<file path="src/rtl/apb_slave_pkg.sv">
// rtl/apb_slave_pkg.sv - shared state encoding, widths and address decode helper for apb_slave_bridge
package apb_slave_pkg;

  typedef logic [1:0] state_t;

  localparam state_t ST_IDLE = 2'd0;
  localparam state_t ST_WAIT = 2'd1;
  localparam state_t ST_REQ  = 2'd2;
  localparam state_t ST_RESP = 2'd3;

  localparam int unsigned DEF_DATA_WIDTH = 32;
  localparam int unsigned STRB_WIDTH     = DEF_DATA_WIDTH / 8;

  // Backend port index lives in the top region_bits of the byte address.
  function automatic int unsigned port_index(input logic [31:0] addr,
                                             input int unsigned addr_width,
                                             input int unsigned region_bits);
    logic [31:0] mask;
    mask = (32'd1 << region_bits) - 32'd1;
    return (addr >> (addr_width - region_bits)) & mask;
  endfunction

endpackage

</file>
<file path="src/rtl/apb_slave_timer.sv">
// rtl/apb_slave_timer.sv - wait-state down-counter and backend timeout up-counter
module apb_slave_timer #(
  parameter logic [3:0]  WAIT_INIT = 4'd0,
  parameter int unsigned TIMEOUT   = 16
) (
  input  logic clk,
  input  logic rst_n,
  input  logic load,
  input  logic wait_en,
  input  logic to_en,
  input  logic clear,
  output logic wait_done,
  output logic timeout
);

  localparam int unsigned   TW      = 16;
  localparam logic [TW-1:0] TO_LAST = (TIMEOUT == 0) ? '0 : TW'(TIMEOUT - 1);

  logic [3:0]    wait_cnt_q, wait_cnt_d;
  logic [TW-1:0] to_cnt_q, to_cnt_d;

  always_comb begin
    wait_cnt_d = wait_cnt_q;
    to_cnt_d   = to_cnt_q;
    if (clear) begin
      wait_cnt_d = '0;
      to_cnt_d   = '0;
    end else begin
      if (load) begin
        wait_cnt_d = WAIT_INIT;
      end else if (wait_en && (wait_cnt_q != '0)) begin
        wait_cnt_d = wait_cnt_q - 4'd1;
      end
      if (to_en) begin
        to_cnt_d = to_cnt_q + TW'(1);
      end
    end
  end

  always_ff @(posedge clk or negedge rst_n) begin
    if (!rst_n) begin
      wait_cnt_q <= '0;
      to_cnt_q   <= '0;
    end else begin
      wait_cnt_q <= wait_cnt_d;
      to_cnt_q   <= to_cnt_d;
    end
  end

  assign wait_done = (wait_cnt_q == '0);
  assign timeout   = (TIMEOUT != 0) && (to_cnt_q == TO_LAST);

endmodule

</file>
<file path="src/rtl/apb_slave_bridge.sv">
// rtl/apb_slave_bridge.sv - APB4 completer fanning transfers out to per-region register backends
module apb_slave_bridge
  import apb_slave_pkg::*;
#(
  parameter int unsigned ADDR_WIDTH  = 12,
  parameter int unsigned DATA_WIDTH  = DEF_DATA_WIDTH,
  parameter int unsigned REGION_BITS = 2,
  parameter int unsigned NUM_PORTS   = 4,
  parameter int unsigned MIN_WAIT    = 1,
  parameter int unsigned TIMEOUT     = 16
) (
  input  logic                              pclk,
  input  logic                              prst_n,
  input  logic                              psel,
  input  logic                              penable,
  input  logic                              pwrite,
  input  logic [ADDR_WIDTH-1:0]             paddr,
  input  logic [DATA_WIDTH-1:0]             pwdata,
  input  logic [DATA_WIDTH/8-1:0]           pstrb,
  output logic [DATA_WIDTH-1:0]             prdata,
  output logic                              pready,
  output logic                              pslverr,
  output logic [NUM_PORTS-1:0]              be_req,
  output logic                              be_wr,
  output logic [ADDR_WIDTH-REGION_BITS-1:0] be_addr,
  output logic [DATA_WIDTH-1:0]             be_wdata,
  output logic [DATA_WIDTH/8-1:0]           be_strb,
  input  logic [NUM_PORTS*DATA_WIDTH-1:0]   be_rdata,
  input  logic [NUM_PORTS-1:0]              be_ack,
  input  logic [NUM_PORTS-1:0]              be_err
);

  localparam int unsigned LW        = ADDR_WIDTH - REGION_BITS;
  localparam int unsigned SW        = DATA_WIDTH / 8;
  localparam logic [3:0]  WAIT_INIT = (MIN_WAIT == 0) ? 4'd0 : 4'(MIN_WAIT - 1);

  state_t                 state_q, state_d;
  logic [NUM_PORTS-1:0]   sel_q, sel_d;
  logic [NUM_PORTS-1:0]   be_req_q, be_req_d;
  logic                   be_wr_q, be_wr_d;
  logic [LW-1:0]          be_addr_q, be_addr_d;
  logic [DATA_WIDTH-1:0]  be_wdata_q, be_wdata_d;
  logic [SW-1:0]          be_strb_q, be_strb_d;
  logic [DATA_WIDTH-1:0]  prdata_q, prdata_d;
  logic                   pready_q, pready_d;
  logic                   pslverr_q, pslverr_d;

  int unsigned            addr_idx;
  logic [DATA_WIDTH-1:0]  sel_rdata;
  logic                   sel_ack, sel_err;
  logic                   wait_done, timeout;

  assign addr_idx = port_index(32'(paddr), ADDR_WIDTH, REGION_BITS);
  assign sel_ack  = |(be_ack & sel_q);
  assign sel_err  = |(be_err & sel_q);

  always_comb begin
    sel_rdata = '0;
    for (int unsigned p = 0; p < NUM_PORTS; p++) begin
      if (sel_q[p]) sel_rdata = sel_rdata | be_rdata[p*DATA_WIDTH +: DATA_WIDTH];
    end
  end

  always_comb begin
    state_d    = state_q;
    sel_d      = sel_q;
    be_wr_d    = be_wr_q;
    be_addr_d  = be_addr_q;
    be_wdata_d = be_wdata_q;
    be_strb_d  = be_strb_q;
    prdata_d   = prdata_q;
    pslverr_d  = 1'b0;
    case (state_q)
      ST_IDLE: begin
        if (psel && !penable) begin
          sel_d      = NUM_PORTS'(32'd1 << addr_idx);
          be_wr_d    = pwrite;
          be_addr_d  = paddr[LW-1:0];
          be_wdata_d = pwdata;
          be_strb_d  = pstrb;
          if (addr_idx >= NUM_PORTS || (!pwrite && pstrb != '0)) begin
            state_d   = ST_RESP;
            pslverr_d = 1'b1;
            prdata_d  = '0;
          end else if (pwrite && pstrb == '0) begin
            state_d  = ST_RESP;
            prdata_d = '0;
          end else if (MIN_WAIT > 0) begin
            state_d = ST_WAIT;
          end else begin
            state_d = ST_REQ;
          end
        end
      end
      ST_WAIT: begin
        if (!psel)          state_d = ST_IDLE;
        else if (wait_done) state_d = ST_REQ;
      end
      ST_REQ: begin
        // Abort wins over a same-cycle ack: the requester has already gone away.
        if (!psel) begin
          state_d = ST_IDLE;
        end else if (sel_ack) begin
          state_d   = ST_RESP;
          prdata_d  = be_wr_q ? '0 : sel_rdata;
          pslverr_d = sel_err;
        end else if (timeout) begin
          state_d   = ST_RESP;
          prdata_d  = '0;
          pslverr_d = 1'b1;
        end
      end
      default: state_d = ST_IDLE;
    endcase
    be_req_d = (state_d == ST_REQ) ? sel_d : '0;
    pready_d = (state_d == ST_RESP);
  end

  always_ff @(posedge pclk or negedge prst_n) begin
    if (!prst_n) begin
      state_q    <= ST_IDLE;
      sel_q      <= '0;
      be_req_q   <= '0;
      be_wr_q    <= 1'b0;
      be_addr_q  <= '0;
      be_wdata_q <= '0;
      be_strb_q  <= '0;
      prdata_q   <= '0;
      pready_q   <= 1'b0;
      pslverr_q  <= 1'b0;
    end else begin
      state_q    <= state_d;
      sel_q      <= sel_d;
      be_req_q   <= be_req_d;
      be_wr_q    <= be_wr_d;
      be_addr_q  <= be_addr_d;
      be_wdata_q <= be_wdata_d;
      be_strb_q  <= be_strb_d;
      prdata_q   <= prdata_d;
      pready_q   <= pready_d;
      pslverr_q  <= pslverr_d;
    end
  end

  apb_slave_timer #(
    .WAIT_INIT (WAIT_INIT),
    .TIMEOUT   (TIMEOUT)
  ) u_timer (
    .clk       (pclk),
    .rst_n     (prst_n),
    .load      ((state_q == ST_IDLE) && (state_d == ST_WAIT)),
    .wait_en   (state_q == ST_WAIT),
    .to_en     (state_q == ST_REQ),
    .clear     ((state_q != ST_IDLE) && (state_d == ST_IDLE)),
    .wait_done (wait_done),
    .timeout   (timeout)
  );

  assign prdata   = prdata_q;
  assign pready   = pready_q;
  assign pslverr  = pslverr_q;
  assign be_req   = be_req_q;
  assign be_wr    = be_wr_q;
  assign be_addr  = be_addr_q;
  assign be_wdata = be_wdata_q;
  assign be_strb  = be_strb_q;

endmodule

</file>
<file path="config.mk">
export PLATFORM = sky130hd
export DESIGN_NAME = apb_slave_bridge
export DESIGN_NICKNAME = d
export VERILOG_FILES = /design/src/rtl/apb_slave_pkg.sv /design/src/rtl/apb_slave_timer.sv /design/src/rtl/apb_slave_bridge.sv
export SDC_FILE = /design/constraint.sdc
export NUM_CORES = 1
export LEC_CHECK = 0
export ABC_AREA = 1
export BUFFER_PORTS_ARGS = -buffer_cell sky130_fd_sc_hd__buf_4
export CORE_MARGIN = 2
export CORE_UTILIZATION = 47
export DETAILED_ROUTE_END_ITERATION = 16
export PLACE_DENSITY = 0.91
export REMOVE_ABC_BUFFERS = 1
export SLEW_MARGIN = 10
export SYNTH_ARGS = -nofsm -noshare
export SYNTH_HDL_FRONTEND = slang
export SYNTH_SLANG_ARGS = --single-unit
export TNS_END_PERCENT = 30
</file>
<file path="constraint.sdc">
create_clock -name pclk -period 2 [get_ports pclk]
set_input_delay 0.1 -clock pclk [delete_from_list [all_inputs] [get_ports pclk]]
set_output_delay 0.1 -clock pclk [all_outputs]
set_load 0.02 [all_outputs]
</file>
==> impl_metrics.toml, run 1 <==
[cells_and_area]
area_growth_syn_to_layout_pct = 51.0
insertedDiodeCount = 0
postLayoutCellArea_mm2 = 0.00859
stdcell_count = 1208
nets = 1248
drive_gt1_frac = 0.325

[synth]
synth_compound_area_frac = 0.0169
ys_seq_area_frac = 0.488
yosys_warnings = 0
ys_types = 27
synth-xor-area-share = 0.00924
synth_top_family_by_area = "simple AND/OR/NAND/NOR gates"
synthAdderAreaFrac = 0.00660
netlist_area_mm2 = 0.00569
synthSimpleGateAreaFrac = 0.408
yosys-mux-area-fraction = 0
syn_avg_cell_area_um2 = 7.50
synth_seq_cells = 111
synth_cells = 758

[timing]
fin_hold_ws_ns = 0.0342
fin_crit_sh = 0.890
finalSetupViolations = 0
timing.fmax_mhz = 562
grt_setup_unrepaired = "no"
maxSlewViolCount = 0
fin_worst_skew_ns = 0.0131
relSlewSlack = 0.615
post-route-min-period_ns = 1.78
hold_violations = 0
setup_ws_ns = 0.220
tightest_slew_ns = 0.578

[setup_path]
startpoint_type = "flop"
end_kind = "flop"
path_cells = "inv_1 -> ha_1 -> nand2_1 -> nor2_1 -> nand2_1 -> nand3_2 -> nor2_4 -> nand3_4 -> nand2_1 -> nor2_1"
critPathSlowestCell = "dfrtp_1"
cp.required_ns = 2.24
crit_fanout = 16
worstSetupPathType = "reg -> reg"
cp.arrival_ns = 2.02
crit_top_cell = "nand2_1"
slowest_delay_ns = 0.35

[grt]
use_met1 = 0.354
grt-ovfl-total = 0
antenna_found_initial = 0
grt_pass1_vias = 6267
grt_pass1_wl_um = 30500
grt.met2_usage = 0.525
use_met3 = 0.0622
grt-busiest-layer = "met2"
track_usage = 0.300
grt_max_degree = 112

[detailed_routing]
drt_first_pass_iters = 6
drc = 0
wl_per_cell_um = 16.0
via_per_inst = 5.19
route.vias.total = 6269
dr.first_iter.drc_count = 544
drtAntennaViolNets = 0
drt_wl_total_um = 19300

[cts]
cts_setup_buffers = 0
cts_root_buf = "clkbuf_16"
numCtsBuffers = 9
path_clk_slew_ns = 0.08
htreeDepth = 3
cts_tree = "yes"
cts_resized = 0
hold_buffers = 43
clock_sinks = 111
clock_latency_ns = 0.36
cts.path.max_buffers = 2

[die]
die_w_um = 114
core_mm2 = 0.0119
num_rows = 40
initial_utilization = 0.477
fp.dieH_um = 114
pin_count = 274
die_area_mm2 = 0.0130

[power]
pwr-share-clk = 0.178
power_density_mw_per_mm2 = 1210
leakage_nw = 4.74
ir_drop_uv = 717
comb_power_share = 0.494
p_sw_mw = 4.65
intPower_mw = 5.76
p_sw_frac = 0.447
total_power_mw = 10.4
seqPwrFrac = 0.329

[outcome]
status = "finished, final reports clean"

[place]
gp_congestion = 0.839
io_buffers = 273
pre_cts_slack_ns = 0.140
place_area_mm2 = 0.00784
dp_hpwl_um = 13100
dp.cells = 1149

[flow_run]
cap_viol_max_count = 0

[hold_path]
worstHoldPathType = "in -> reg"
==> worst paths after layout <==
path | start | slack (ns) | to | depth (start not counted)
worst max-delay path | u_timer.wait_cnt_q[0] | 0.22 | u_timer.wait_cnt_q[0] | 10
worst min-delay path | pstrb[0] | 0.03 | be_strb[0] | 3
worst max register to register | u_timer.wait_cnt_q[0] | 0.22 | u_timer.wait_cnt_q[0] | 10
worst min register to register | be_wdata[15] | 0.49 | be_wdata[15] | 2
max in group asynchronous | prst_n | 1.20 | prdata[25] | 3
min in group asynchronous | prst_n | 0.37 | prdata[27] | 3
==> per-layer routing <==
layer	wire length, um	up-vias
li1	-	2983
met1	7330	2915
met2	9790	301
met3	1310	70
met4	888	0
met5	0	-
==> layout by cell type (no fill, tap or decap), types with 4 or more instances in the layout <==
cell | Yosys | final
buf_4 | 4 | 281
clkbuf_16 | 0 | 9
dfrtp_1 | 111 | 111
dlygate4sd3_1 | 0 | 43
inv_1 | 42 | 42
inv_2 | 16 | 16
nand2_1 | 342 | 342
nand2_2 | 8 | 8
nand3_1 | 81 | 81
nand3_2 | 6 | 6
nand4_1 | 39 | 39
nor2_1 | 33 | 33
nor2_2 | 4 | 4
o21ai_0 | 10 | 10
xor2_1 | 6 | 6
==> sequential cells by signal, summed over array words and instances (netlist names) <==
| signal | flops |
|---|---|
| be_wdata | 32 |
| prdata | 32 |
| u_timer.to_cnt_q | 16 |
| be_addr | 10 |
| be_req | 4 |
| be_strb | 4 |
| sel_q | 4 |
| u_timer.wait_cnt_q | 4 |
| state_q | 2 |
| be_wr | 1 |
| pready | 1 |
| pslverr | 1 |
==> synthesized netlist by cell type (all sizes together) <==
| cell type | count | area [um^2] |
|---|---|---|
| nand2 | 353 | 1370 |
| dfrtp | 111 | 2780 |
| nand3 | 89 | 500 |
| inv | 58 | 218 |
| nand4 | 40 | 256 |
| nor2 | 39 | 171 |
| clkbuf | 20 | 75.1 |
| buf | 19 | 111 |
| o21ai | 13 | 65.1 |
| xor2 | 6 | 52.6 |
| ha | 3 | 37.5 |
| o21bai | 2 | 15.0 |
| or2 | 2 | 12.5 |
| a31o | 1 | 8.76 |
| nor3 | 1 | 10.0 |
| o31ai | 1 | 7.51 |
==> cell type report <==
type / count / area (um^2)
clock buffers: 9 / 225
clock inverters: 7 / 91.3
fillers: 873 / 3320
inverters: 58 / 218
multi-input cells: 550 / 2510
flip-flops and latches: 111 / 2780
well taps: 147 / 184
repair buffers: 326 / 2580
==> cells by family (layout without fill, tap and decap cells) <==
group	Yosys count	in the layout
adder cells (fa/ha/maj)	3	3
AND/OR/NAND/NOR	524	524
AO/OA/AOI/OAI	17	17
flip-flops	111	111
buffers and inverters	97	400
XOR/XNOR	6	6
==> critical path: cells and delay by family (launching register included) <==
| kind | cells | cell delay (ns) |
|---|---|---|
| buffers and inverters | 1 | 0.08 |
| adders and majority gates | 1 | 0.24 |
| and+or+nand+nor | 8 | 1.00 |
| DFF | 1 | 0.35 |
==> power groups by stage <==
| stage | Combinational [mW] | Sequential, mW | Clock [mW] |
|---|---|---|---|
| finish | 5.14 | 3.42 | 1.85 |
| global route | 5.56 | 3.48 | 1.97 |
| CTS | 5.07 | 3.38 | 1.88 |
| detailed placement | 4.99 | 3.40 | 0 |
| global placement | 4.87 | 3.38 | 0 |
| floorplan | 1.82 | 4.31 | 0 |
==> through the flow <==
step	setup TNS, ns	utilization
2_1_floorplan	-8.94	-
6_report	0	0.721
3_5_place_dp	0	0.658
4_1_cts	0	0.721
3_3_place_gp	0	0.658
5_1_grt	0	0.721
Power figures use the tool's default switching activity.
==> run 2, diff against run 1 <==
--- a/config.mk
+++ b/config.mk
@@ -8,12 +8,13 @@
 export ABC_AREA = 1
 export BUFFER_PORTS_ARGS = -buffer_cell sky130_fd_sc_hd__buf_4
 export CORE_MARGIN = 2
-export CORE_UTILIZATION = 47
+export CORE_UTILIZATION = 48
 export DETAILED_ROUTE_END_ITERATION = 16
 export PLACE_DENSITY = 0.91
 export REMOVE_ABC_BUFFERS = 1
 export SLEW_MARGIN = 10
 export SYNTH_ARGS = -nofsm -noshare
 export SYNTH_HDL_FRONTEND = slang
+export SYNTH_HIERARCHICAL = 1
 export SYNTH_SLANG_ARGS = --single-unit
 export TNS_END_PERCENT = 30
==> run 2 against run 1 <==
The flow now finishes with violations (setup timing). Largest cell class is now multi-input gates. Flip-flop and latch count unchanged. Combinational power decreased by 15%. Global-route usage increased by 1.7 points. Largest power group unchanged. Wire length increased by 16%. Die area increased by 6.0%.
==> impl_metrics.toml, run 2 <==
[power]
comb_power_share = 0.464
leakage_nw = 5.24
seqPwrFrac = 0.339
pwr-share-clk = 0.197
p_sw_frac = 0.424
power_density_mw_per_mm2 = 1000
p_sw_mw = 3.98
ir_drop_uv = 700
intPower_mw = 5.40

[synth]
ys_dominant_reg_cell = "dfrtp_1"
synth_seq_cells = 111
synth.top_cells.by_area = "dfrtp_1 45%, nand2_1 27%, nor2_1 6.3%"
synth_edf_count = 0
syn_avg_cell_area_um2 = 7.17
ys_seq_area_frac = 0.450
synth_cells = 860
yosysTopAreaCellShare = 0.450
ys_types = 26
yosys_warnings = 6
yosys.area.top_type = "dfrtp_1"
netlist_area_mm2 = 0.00617
async_flop_share = 1.00
synth_commonest_cells = "441 x nand2_1, 111 x dfrtp_1, 103 x nor2_1"
yosysMostFrequentCell = "nand2_1"

[cts]
path_clk_slew_ns = 0.08
clock_sinks = 111
clock_latency_ns = 0.36
numCtsBuffers = 9
htreeDepth = 3
cts_tree = "yes"
cts.path.max_buffers = 2
cts_root_buf = "clkbuf_16"

[die]
die_area_mm2 = 0.0138
num_rows = 41
die_w_um = 117
fp.dieH_um = 117
core_mm2 = 0.0126
initial_utilization = 0.491
pin_count = 274

[timing]
maxSlewViolCount = 0
finalSetupViolations = 16
relSlewSlack = 0.439
setup_ws_ns = -0.162
fin_worst_skew_ns = 0.0131
hold_violations = 0
grt_setup_unrepaired = "yes"
timing.fmax_mhz = 463
tightest_slew_ns = 0.840
post-route-min-period_ns = 2.16
tns_ns = -1.26
fin_crit_sh = 1.08

[setup_path]
crit_fanout = 4
worstSetupPathType = "reg -> reg"
r2r_start = "u_timer/to_cnt_q[1]"
end_kind = "flop"
reg2reg_depth = 15
startpoint_type = "flop"
critPathSlowestCell = "dfrtp_1"
r2r_end = "u_timer/to_cnt_q[3]"
reg2reg_slack_ns = -0.16
cp.arrival_ns = 2.40
path_cells = "ha_2 -> nand2_2 -> nor2_4 -> nand3_2 -> nor3_2 -> inv_1 -> nand2_2 -> nand2_4 -> nand3_4 -> nor2_4 -> nor2_4 -> nor2_4 -> buf_4 -> o21ai_2 -> a21oi_1"
slowest_delay_ns = 0.37
cp.required_ns = 2.24
crit_top_cell = "nor2_4"

[hold_path]
hp-start = "pstrb[2]"
whs_endpoint = "be_strb[2]"
worstHoldPathCells = 3
worstHoldPathType = "in -> reg"

[detailed_routing]
drt_first_pass_iters = 5
wl_per_cell_um = 16.3
drt_wl_total_um = 22300
route.vias.total = 6960
via_per_inst = 5.09
dr.first_iter.drc_count = 662
drc = 0
drtAntennaViolNets = 0

[outcome]
status = "complete, but fails checks"
violations = "setup timing"

[place]
io_buffers = 273
dp_hpwl_um = 13900
gp_congestion = 0.929
place_area_mm2 = 0.00842

[cells_and_area]
area_growth_syn_to_layout_pct = 52.0
fill_cells = 895
drive_gt1_frac = 0.351
mostFrequentLayoutCells = "434 x nand2_1, 305 x buf_4, 111 x dfrtp_1, 97 x nor2_1, 43 x dlygate4sd3_1"
postLayoutCellArea_mm2 = 0.00938
final_common_cell = "nand2_1"
nets = 1381

[grt]
grt-ovfl-total = 0
grt_pass1_vias = 7456
grt_max_degree = 53
track_usage = 0.317
grt_pass1_wl_um = 35200
antenna_found_initial = 2

[flow_run]
cap_viol_max_count = 0
[run 2: worst max-delay path by stage]
stage | startpoint | endpoint | slack (ns) | cells after the start
floorplan | sel_q[1] | u_timer/to_cnt_q[13] | -0.50 | 14
global placement | u_timer/to_cnt_q[1] | u_timer/to_cnt_q[10] | -0.03 | 17
detailed placement | u_timer/to_cnt_q[1] | u_timer/to_cnt_q[10] | -0.08 | 17
CTS | u_timer/wait_cnt_q[1] | u_timer/to_cnt_q[14] | -0.05 | 14
global route | u_timer/to_cnt_q[1] | u_timer/to_cnt_q[13] | -0.25 | 17
finish | u_timer/to_cnt_q[1] | u_timer/to_cnt_q[3] | -0.16 | 15
[run 2: area by class of cell]
cell class / count / area, um^2 / area share
multi-input cells: 660 / 3040 / 0.325
repair buffers: 357 / 2840 / 0.303
flip-flops and latches: 111 / 2780 / 0.296
clock buffers: 9 / 225 / 0.0240
well taps: 172 / 215 / 0.0230
inverters: 49 / 186 / 0.0199
clock inverters: 7 / 82.6 / 0.00881
diodes: 2 / 5.00 / 0.000534
[run 2: power groups by stage]
stage | Sequential, mW | Clock [mW] | Combinational, mW
after global routing | 3.23 | 1.96 | 4.70
after floorplan | 3.92 | 0 | 1.36
after CTS | 3.13 | 1.85 | 4.13
after detailed placement | 3.16 | 0 | 4.00
after global placement | 3.14 | 0 | 3.91
final | 3.18 | 1.85 | 4.35
[run 2: timing repair]
item	in CTS	in global routing
pin swaps	2	12
resized for setup	11	39
buffers inserted	0	6
hold endpoints to repair	88	0
gates cloned	0	1
hold buffers	43	0
endpoints found under the setup margin	16	50
[run 2: critical path: cells and delay by family, from the launching register on]
kind	cells	cell delay [ns]
AO/OA/AOI/OAI	2	0.20
AND/OR/NAND/NOR	10	1.03
buffers and inverters	2	0.22
adder cells (fa/ha/maj)	1	0.19
flip-flops	1	0.37
[run 2: cell families (layout without fill, tap and decap cells)]
kind of cell,Yosys count,after routing,share of synthesized area
adder cells (fa/ha/maj),4,4,0.00811
other,0,2,0
flip-flops,111,111,0.450
buffers and inverters,89,422,0.0791
XOR/XNOR,1,1,0.00142
AND/OR/NAND/NOR,624,624,0.434
AO/OA/AOI/OAI,31,31,0.0272
[run 2: per-layer routing]
| layer | vias to the layer above | track usage | routed length [um] |
|---|---|---|---|
| met4 | 0 | 0.177 | 1190 |
| li1 | 3270 | - | - |
| met1 | 3201 | 0.332 | 7820 |
| met5 | - | 0 | 0 |
| met2 | 386 | 0.573 | 11400 |
| met3 | 103 | 0.0885 | 1930 |
[run 2: metrics by stage]
stage / total power, mW / util / cells / hold slack (ns) / setup WS [ns]
global route: 9.88 / 0.746 / 1366 / 0.0255 / -0.255
CTS: 9.11 / 0.732 / 1358 / 0.00575 / -0.0548
finish: 9.38 / 0.746 / 1367 / 0.0172 / -0.162
floorplan: 5.27 / - / 820 / -0.196 / -0.502
global placement: 7.05 / 0.670 / 1299 / 0.161 / -0.0333
detailed placement: 7.16 / 0.670 / 1299 / 0.169 / -0.0817
==> run 3, diff against run 2 <==
--- a/config.mk
+++ b/config.mk
@@ -11,6 +11,7 @@
 export CORE_UTILIZATION = 48
 export DETAILED_ROUTE_END_ITERATION = 16
 export PLACE_DENSITY = 0.91
+export RECOVER_POWER = 100
 export REMOVE_ABC_BUFFERS = 1
 export SLEW_MARGIN = 10
 export SYNTH_ARGS = -nofsm -noshare
==> run 3 against run 2 <==
The flow still finishes with violations (setup timing). Worst setup slack got worse by 0.00080 ns. Wire length is essentially flat. Clock power about the same. Design area shrank 3.7%. Non-clock buffer count unchanged. Critical path depth unchanged. Clock skew about the same. Fmax barely moved. Die area is the same. Global-route usage is the same. Combinational power fell by 9.7%. Utilization shrank 2.8 points.
==> impl_metrics.toml, run 3 (synthesis results as in run 2) <==
[setup_path]
end_kind = "flop"
startpoint_type = "flop"
reg2reg_depth = 15
r2r_end = "u_timer/to_cnt_q[3]"
reg2reg_slack_ns = -0.16
crit_fanout = 4
cp.arrival_ns = 2.40
r2r_start = "u_timer/to_cnt_q[1]"
worstSetupPathType = "reg -> reg"
cp.required_ns = 2.24

[power]
p_sw_frac = 0.443
p_sw_mw = 3.97
pwr-share-clk = 0.206
total_power_mw = 8.94
comb_power_share = 0.440
intPower_mw = 4.98
seqPwrFrac = 0.354
power_density_mw_per_mm2 = 991
ir_drop_uv = 669
leakage_nw = 4.89

[cts]
path_clk_slew_ns = 0.08
clock_latency_ns = 0.36
numCtsBuffers = 9
cts.path.max_buffers = 2
clock_sinks = 111
cts_root_buf = "clkbuf_16"
htreeDepth = 3
cts_tree = "yes"

[grt]
grt_max_degree = 53
grt_pass1_vias = 7456
grt-ovfl-total = 0
grt_pass1_wl_um = 35200
antenna_found_initial = 2
track_usage = 0.317

[die]
die_w_um = 117
core_mm2 = 0.0126
num_rows = 41
pin_count = 274
fp.dieH_um = 117
initial_utilization = 0.491
die_area_mm2 = 0.0138

[timing]
finalSetupViolations = 16
grt_setup_unrepaired = "yes"
setup_ws_ns = -0.163
post-route-min-period_ns = 2.16
tightest_slew_ns = 1.25
fin_worst_skew_ns = 0.0126
timing.fmax_mhz = 462
fin_crit_sh = 1.08
maxSlewViolCount = 0
hold_violations = 0
relSlewSlack = 0.170

[hold_path]
hp-start = "pstrb[2]"
worstHoldPathType = "in -> reg"
whs_endpoint = "be_strb[2]"
worstHoldPathCells = 3

[place]
io_buffers = 273
dp.cells = 1299
gp_congestion = 0.929
dp_hpwl_um = 13900

[flow_run]
cap_viol_max_count = 0

[cells_and_area]
nets = 1381
mostFrequentLayoutCells = "434 x nand2_1, 219 x buf_4, 111 x dfrtp_1, 97 x nor2_1, 85 x clkbuf_1"
fill_cells = 1021
drive_gt1_frac = 0.280
stdcell_count = 1366
area_growth_syn_to_layout_pct = 46.3
final_common_cell = "nand2_1"

[detailed_routing]
via_per_inst = 5.16
dr.first_iter.drc_count = 620
drc = 0
drt_wl_total_um = 22300
route.vias.total = 7042
wl_per_cell_um = 16.3
drt_first_pass_iters = 5
drtAntennaViolNets = 0

[outcome]
status = "complete, but fails checks"
violations = "setup timing"
run 3: changes by cell type in the layout (fill, tap and decap cells not counted), sizes merged:
cell    previous run  this run
diode              2         1
clkbuf             9        97
buf              314       226
run 3: repair_timing:
action,CTS,global route
resized for setup,11,39
hold buffers,43,0
endpoints found under the hold margin,88,0
buffers inserted,0,6
endpoints found under the setup margin,16,50
cloned,0,1
pin swaps,2,12
run 3: metrics by stage:
stage / area (um^2) / util / hold slack [ns] / setup TNS (ns) / worst slack, ns
3_5_place_dp: 8420 / 0.670 / 0.169 / -0.621 / -0.0817
2_1_floorplan: 5870 / - / -0.196 / -6.99 / -0.502
5_1_grt: 9030 / 0.718 / 0.0255 / -7.79 / -0.258
6_report: 9030 / 0.718 / 0.0181 / -1.29 / -0.163
4_1_cts: 9210 / 0.732 / 0.00575 / -0.0719 / -0.0548
3_3_place_gp: 8420 / 0.670 / 0.161 / -0.0581 / -0.0333
run 3: per-layer routing:
layer	wire (um)	track usage	up-vias	part of all wire
met2	11200	0.573	432	0.50
met4	1260	0.177	2	0.057
met5	12	0	-	0.00054
met1	7730	0.332	3214	0.35
met3	2060	0.0885	117	0.092
li1	-	-	3277	-
run 3: worst max path at each step:
stage                     startpoint                    to  slack (ns)  cells past startpoint
2_1_floorplan               sel_q[1]  u_timer/to_cnt_q[13]       -0.50                     14
3_3_place_gp     u_timer/to_cnt_q[1]  u_timer/to_cnt_q[10]       -0.03                     17
3_5_place_dp     u_timer/to_cnt_q[1]  u_timer/to_cnt_q[10]       -0.08                     17
4_1_cts        u_timer/wait_cnt_q[1]  u_timer/to_cnt_q[14]       -0.05                     14
5_1_grt          u_timer/to_cnt_q[1]  u_timer/to_cnt_q[13]       -0.26                     17
6_report         u_timer/to_cnt_q[1]   u_timer/to_cnt_q[3]       -0.16                     15
run 3: power by group through the flow:
stage	registers, mW	logic [mW]	clock network (mW)
finish	3.16	3.93	1.85
global route	3.21	4.27	1.96
CTS	3.13	4.13	1.85
detailed placement	3.16	4.00	0
global placement	3.14	3.91	0
floorplan	3.92	1.36	0
run 3: worst max-delay path, cell delays in order, from the launching register on:
cell     delay [ns]
dfrtp_1        0.37
ha_2           0.19
nand2_2        0.06
nor2_4         0.12
nand3_2        0.08
nor3_2         0.22
inv_1          0.07
nand2_2        0.08
nand2_4        0.06
nand3_4        0.07
nor2_4         0.05
nor2_4         0.22
nor2_4         0.09
buf_4          0.15
o21ai_2        0.13
a21oi_1        0.07
run 3: cell type report:
class / count / area [um^2] / area share
inverter: 49 / 186 / 0.0207
tap: 172 / 215 / 0.0238
multi-input combinational: 660 / 3040 / 0.337
sequential: 111 / 2780 / 0.308
timing repair buffer: 357 / 2490 / 0.276
clock inverter: 7 / 82.6 / 0.00915
antenna: 1 / 2.50 / 0.000277
clock buffer: 9 / 225 / 0.0249
